**src/rtl/ether_tx_if.sv**
```systemverilog
// ether_tx_if: dibit stream from the frame source into the RMII transmit framer.
// The master drives valid/data/last and the slave returns ready.
interface ether_tx_if;
   logic       axiiv;
   logic [1:0] axiid;
   logic       axiil;
   logic       axiir;

   modport master (output axiiv, output axiid, output axiil, input axiir);
   modport slave  (input axiiv, input axiid, input axiil, output axiir);
endinterface

```
**src/rtl/ether_tx.sv**
```systemverilog
// ether_tx: RMII transmit framer. Emits preamble + SFD, passes payload dibits
// through one register stage, optionally appends the CRC-32 FCS, then holds the
// line idle for the inter-packet gap. Dibit order: txd[1] is the earlier wire bit.
// Optional feature macro: ETHER_TX_FCS_EN (builds the CRC datapath and FCS state).
module ether_tx #(
   parameter int PREAMBLE_DIBITS = 31,
   parameter int IPG_CYCLES      = 48
) (
   input  logic       clk,
   input  logic       rst,
   ether_tx_if.slave  axi,
   output logic       txen,
   output logic [1:0] txd,
   output logic       busy
);

   // One shared counter serves preamble, FCS and gap timing, so size it for the longest.
   localparam int CNT_MAX = (PREAMBLE_DIBITS > IPG_CYCLES) ?
                            ((PREAMBLE_DIBITS > 16) ? PREAMBLE_DIBITS : 16) :
                            ((IPG_CYCLES > 16) ? IPG_CYCLES : 16);
   localparam int CNT_W   = $clog2(CNT_MAX + 1);

   localparam logic [CNT_W-1:0] PRE_LAST = CNT_W'(PREAMBLE_DIBITS);
   localparam logic [CNT_W-1:0] IPG_LAST = CNT_W'(IPG_CYCLES - 1);

   typedef enum logic [2:0] {
      IDLE     = 3'd0,
      PREAMBLE = 3'd1,
      DATA     = 3'd2,
      FCS      = 3'd3,
      IPG      = 3'd4
   } state_t;

   state_t           state;
   logic [CNT_W-1:0] cnt;

`ifdef ETHER_TX_FCS_EN
   localparam logic [CNT_W-1:0] FCS_LAST = CNT_W'(15);
   localparam logic [31:0]      CRC_POLY = 32'hEDB88320;

   logic [31:0] crc;

   // Reflected CRC-32 advanced by one dibit; d[1] is the earlier bit on the wire.
   function automatic logic [31:0] crc_dibit(input logic [31:0] c, input logic [1:0] d);
      logic [31:0] r;
      r = c;
      for (int i = 1; i >= 0; i--) begin
         r = (r >> 1) ^ (((r[0] ^ d[i]) == 1'b1) ? CRC_POLY : 32'h0);
      end
      return r;
   endfunction
`endif

   // Framer FSM: every output is a register updated together with the state.
   always_ff @(posedge clk or negedge rst) begin
      if (!rst) begin
         state     <= IDLE;
         cnt       <= '0;
         txen      <= 1'b0;
         txd       <= 2'b00;
         axi.axiir <= 1'b0;
         busy      <= 1'b0;
`ifdef ETHER_TX_FCS_EN
         crc       <= 32'hFFFFFFFF;
`endif
      end else begin
         case (state)
            IDLE: begin
               // The pending dibit stays on axiid; only its presence starts a frame.
               if (axi.axiiv) begin
                  state <= PREAMBLE;
                  cnt   <= CNT_W'(1);
                  txen  <= 1'b1;
                  txd   <= 2'b10;
                  busy  <= 1'b1;
`ifdef ETHER_TX_FCS_EN
                  crc   <= 32'hFFFFFFFF;
`endif
               end
            end

            PREAMBLE: begin
               if (cnt == PRE_LAST) begin
                  txd       <= 2'b11;
                  cnt       <= '0;
                  state     <= DATA;
                  axi.axiir <= 1'b1;
               end else begin
                  txd <= 2'b10;
                  cnt <= cnt + CNT_W'(1);
               end
            end

            DATA: begin
               if (axi.axiiv) begin
                  txd  <= axi.axiid;
                  txen <= 1'b1;
`ifdef ETHER_TX_FCS_EN
                  crc  <= crc_dibit(crc, axi.axiid);
`endif
                  if (axi.axiil) begin
                     axi.axiir <= 1'b0;
                     cnt       <= '0;
`ifdef ETHER_TX_FCS_EN
                     state     <= FCS;
`else
                     state     <= IPG;
`endif
                  end
               end else begin
                  // Underrun: cut the frame short; the receiver sees a truncated frame.
                  txen      <= 1'b0;
                  txd       <= 2'b00;
                  axi.axiir <= 1'b0;
                  cnt       <= '0;
                  state     <= IPG;
               end
            end

`ifdef ETHER_TX_FCS_EN
            FCS: begin
               // ~CRC goes out LSB first; shift the register down two bits per dibit.
               txd <= {~crc[0], ~crc[1]};
               crc <= {2'b11, crc[31:2]};
               if (cnt == FCS_LAST) begin
                  cnt   <= '0;
                  state <= IPG;
               end else begin
                  cnt <= cnt + CNT_W'(1);
               end
            end
`endif

            IPG: begin
               txen <= 1'b0;
               txd  <= 2'b00;
               if (cnt == IPG_LAST) begin
                  cnt   <= '0;
                  state <= IDLE;
                  busy  <= 1'b0;
               end else begin
                  cnt <= cnt + CNT_W'(1);
               end
            end

            default: begin
               state     <= IDLE;
               cnt       <= '0;
               txen      <= 1'b0;
               txd       <= 2'b00;
               axi.axiir <= 1'b0;
               busy      <= 1'b0;
            end
         endcase
      end
   end

endmodule
```
**src/flat_wrapper.sv**
```systemverilog
// flat-port wrapper written by rule: the top's interface ports become plain ports
module ether_tx_flat 
#(
   parameter int PREAMBLE_DIBITS = 31,
   parameter int IPG_CYCLES      = 48
)
  (clk, rst, txen, txd, busy, axi_axiiv, axi_axiid, axi_axiil, axi_axiir);
  ether_tx_if axi_i ();
  input  logic clk;
  input  logic rst;
  output logic txen;
  output logic [1:0] txd;
  output logic busy;
  input wire logic [$bits(axi_i.axiiv)-1:0] axi_axiiv;
  input wire logic [$bits(axi_i.axiid)-1:0] axi_axiid;
  input wire logic [$bits(axi_i.axiil)-1:0] axi_axiil;
  output wire logic [$bits(axi_i.axiir)-1:0] axi_axiir;
  assign axi_i.axiiv = axi_axiiv;
  assign axi_i.axiid = axi_axiid;
  assign axi_i.axiil = axi_axiil;
  assign axi_axiir = axi_i.axiir;
  ether_tx #(.PREAMBLE_DIBITS(PREAMBLE_DIBITS), .IPG_CYCLES(IPG_CYCLES)) u_core (.clk(clk), .rst(rst), .axi(axi_i), .txen(txen), .txd(txd), .busy(busy));
endmodule
```
**config.mk**
```make
export PLATFORM = sky130hd
export DESIGN_NAME = ether_tx_flat
export DESIGN_NICKNAME = d
export VERILOG_FILES = /design/src/rtl/ether_tx_if.sv /design/src/rtl/ether_tx.sv /design/src/flat_wrapper.sv
export SDC_FILE = /design/constraint.sdc
export NUM_CORES = 1
export LEC_CHECK = 0
export ABC_CLOCK_PERIOD_IN_PS = 1900
export CAP_MARGIN = 20
export CORE_MARGIN = 1.5
export CORE_UTILIZATION = 55
export CTS_BUF_LIST = sky130_fd_sc_hd__clkbuf_8
export CTS_CLUSTER_SIZE = 10
export DETAILED_ROUTE_END_ITERATION = 7
export MAX_ROUTING_LAYER = met4
export PLACE_DENSITY = 0.89
export SETUP_SLACK_MARGIN = 0.5
export SYNTH_ARGS = -nofsm -noshare
export SYNTH_HDL_FRONTEND = slang
export SYNTH_SLANG_ARGS = --single-unit
```
**constraint.sdc**
```tcl
create_clock -name clk -period 1.9 [get_ports clk]
set_input_delay 0.475 -clock clk [delete_from_list [all_inputs] [get_ports clk]]
set_output_delay 0.475 -clock clk [all_outputs]
set_load 0.005 [all_outputs]
```
==> results.yml <==
cells_and_area:
  multi_input_comb_area_um2: 499.2
  finish.instance_area_um2: 1175
  area_growth_pct: 44.02
  mostFrequentLayoutCell: "buf_4"
  layout.cells.most_common_list: "buf_4 (22), dfrtp_1 (10), nor2_1 (8)"
  drive_above_1_share: 0.4052
  n_antenna_cell: 0
  fillerInstances: 71
  ff_latch_area_um2: 355.3
  final_nets: 125
timing:
  setup_viol: 0
  worst_slew_pin_slew_ps: 377.9
  fin_crit_sh: 0.8065
  finClkSkew_ps: 3.441
  rsz0062_at_grt: "yes"
  timing.slew.headroom: 0.7481
  hold_viol_final: 0
  fin_crit_ps: 1532
  max_freq_mhz: 652.6
  drv_slew: 0
worst_setup_path:
  crit_chain: "and2b_2 > a2111oi_4 > mux2i_1 > o21ai_2"
  crit_fanout: 3
  endpoint_kind: "register"
  critPathSlowestCell: "a2111oi_4"
  crit_path_max_incr_delay_ps: 420
  arrival_ps: 1660
  cp.required_ps: 2030
  critPathKind: "register to register"
  cp-start-kind: "register"
status:
  status: "finished clean"
placement:
  gp_congestion: 0.9099
  placed_cell_area_um2: 980.9
  place.detailed.hpwl_mm: 1.353
  port_buffers: 10
global_routing:
  grt_pass1_vias: 786
  grt_use_total: 0.3123
  grt_max_degree: 16
  overflow: 0
  grt_antenna_before_repair: 0
  grt_pass1_wl_mm: 3.884
hold_path:
  hold_path.class: "register to register"
floorplanning:
  boundaryPins: 11
  die_w_um: 41.51
  dieHeight_um: 41.51
  rows: 13
  die-area_um2: 1723
  start_util: 0.6116
  coreArea_um2: 1334
cts:
  clockBufferDepth: 2
  cts_buffers: 3
  cts_tree: "done"
  cts-root-buf: "clkbuf_8"
  clkSinkCount: 14
  cts_hold_buf: 0
  htree_levels: 1
  clkLatencyLatePin_ps: 250
  path_clk_slew_ps: 60
synthesis:
  syn_area_um2: 815.8
  synth.distinct_cells: 36
  synth_warnings: 0
  syn-num-nets: 93
  synth_seq_cells: 14
  postSynthCellCount: 86
  syn_area_per_cell_um2: 9.486
  yosysSeqAreaShare: 0.4294
routing:
  wl_mm: 2.538
  via_count: 839
  drtIter0Drc: 40
  wl_per_cell_um: 19.37
  drt_first_pass_iters: 5
  via_per_inst: 6.405
  antenna_left: 0
  drc: 0
power:
  power_mw: 1.442
  leakagePower_nw: 0.4942
  vdd_drop_max_mv: 1.191
  power_density_nw_per_um2: 1227
flow_run:
  cap_violations: 0
## Yosys cell counts
| library cell | count | area [um^2] |
|---|---|---|
| nand2b_2 | 1 | 8.760 |
| or2b_1 | 1 | 7.510 |
| o41ai_1 | 1 | 8.760 |
| clkbuf_1 | 3 | 11.26 |
| dfrtp_1 | 14 | 350.3 |
| nand2_1 | 3 | 11.26 |
| or4_1 | 1 | 7.510 |
| buf_2 | 2 | 10.01 |
| a2111oi_4 | 1 | 27.53 |
| nor2_1 | 9 | 33.78 |
| o31a_1 | 1 | 8.760 |
| a21oi_1 | 6 | 30.03 |
| and2_1 | 1 | 6.260 |
| nand3_1 | 2 | 10.01 |
| ha_1 | 1 | 12.51 |
| xor2_1 | 1 | 8.760 |
| nor2b_1 | 2 | 12.51 |
| inv_1 | 2 | 7.510 |
| o31ai_1 | 1 | 7.510 |
| mux2i_1 | 1 | 10.01 |
| o21ai_2 | 1 | 8.760 |
| or2_2 | 1 | 6.260 |
| a22o_1 | 2 | 17.52 |
| nor3_1 | 5 | 25.02 |
| o41ai_2 | 1 | 16.27 |
| and2b_2 | 1 | 8.760 |
| o21ai_0 | 6 | 30.03 |
| and3_1 | 1 | 6.260 |
| nand2b_1 | 3 | 18.77 |
| a21oi_2 | 1 | 8.760 |
| a221o_1 | 1 | 10.01 |
| a211oi_1 | 1 | 7.510 |
| nand3b_1 | 5 | 37.54 |
| or2_1 | 1 | 6.260 |
| xnor2_1 | 1 | 8.760 |
| a221oi_1 | 1 | 8.760 |
## registers in the layout, summed over array words and instances, names as in the netlist
register          count
u_core.cnt            6
u_core.busy           1
u_core.state          3
u_core.txd            2
u_core.txen           1
u_core.axi.axiir      1
## power by group
group / switching [mW] / internal (mW)
logic: 0.299 / 0.348
clock network: 0.112 / 0.141
registers: 0.141 / 0.401
## layout make-up
type	instances	share of cell area
clock buffers	3	0.03514
repair buffers	32	0.2151
flip-flops and latches	14	0.3024
inverters	2	0.006390
multi-input cells	65	0.4249
well taps	15	0.01597
## routing by layer
metal / wire (um) / up-vias / track usage
met3: 225 / 13 / 0.1000
met4: 91 / 0 / 0.1290
li1: - / 373 / -
met1: 977 / 393 / 0.3690
met2: 1244 / 60 / 0.4906
met5: 0 / - / -
## worst max-delay path, delay by kind of cell (launching register included)
kind | cells | cell delay [ps]
AO/OA/AOI/OAI | 2 | 500
flip-flops | 1 | 350
multiplexers | 1 | 320
AND/OR/NAND/NOR | 1 | 230
## path summary, 6_finish.rpt
| check | from | endpoint | slack (ps) | depth (start not counted) |
|---|---|---|---|---|
| worst max-delay path | u_core.state[1]$_DFFE_PN0P_ | u_core.cnt[0]$_DFFE_PN0P_ | 370 | 4 |
| worst min-delay path | u_core.axi.axiir$_DFFE_PN0P_ | u_core.axi.axiir$_DFFE_PN0P_ | 520 | 2 |
| worst max register to register | u_core.state[1]$_DFFE_PN0P_ | u_core.cnt[0]$_DFFE_PN0P_ | 370 | 4 |
| worst min register to register | u_core.axi.axiir$_DFFE_PN0P_ | u_core.axi.axiir$_DFFE_PN0P_ | 520 | 2 |
| max in group asynchronous | rst | u_core.state[2]$_DFFE_PN0P_ | 1180 | 2 |
| min in group asynchronous | rst | u_core.cnt[2]$_DFFE_PN0P_ | 530 | 2 |
## cells by family (layout without fill, tap and decap cells)
| kind of cell | after synthesis | count (layout) | synth area share |
|---|---|---|---|
| flip-flops | 14 | 14 | 0.4295 |
| AND/OR/NAND/NOR | 37 | 37 | 0.2531 |
| multiplexers | 1 | 1 | 0.01227 |
| AO/OA/AOI/OAI | 24 | 24 | 0.2332 |
| adder cells (fa/ha/maj) | 1 | 1 | 0.01533 |
| buffers and inverters | 7 | 37 | 0.03528 |
| XOR/XNOR | 2 | 2 | 0.02148 |
## through the flow
step / setup slack, ps / std cells / utilization / setup TNS (ps) / hold WS [ps]
2_1_floorplan: 360.3 / 86 / - / 0 / 179.4
3_3_place_gp: -92.11 / 113 / 0.7355 / -360.8 / 487.6
3_5_place_dp: -160.0 / 113 / 0.7355 / -777.3 / 495.5
4_1_cts: 455.8 / 125 / 0.8377 / 0 / 508.6
5_1_grt: 328.0 / 131 / 0.8809 / 0 / 567.7
6_report: 367.7 / 131 / 0.8809 / 0 / 516.5
## what timing repair did
action                     4_1_cts  5_1_grt
resized for setup               21        7
pin swaps                        2        7
setup endpoints to repair       16       10
setup buffers                    9        6
(Power assumes the default switching activity.)
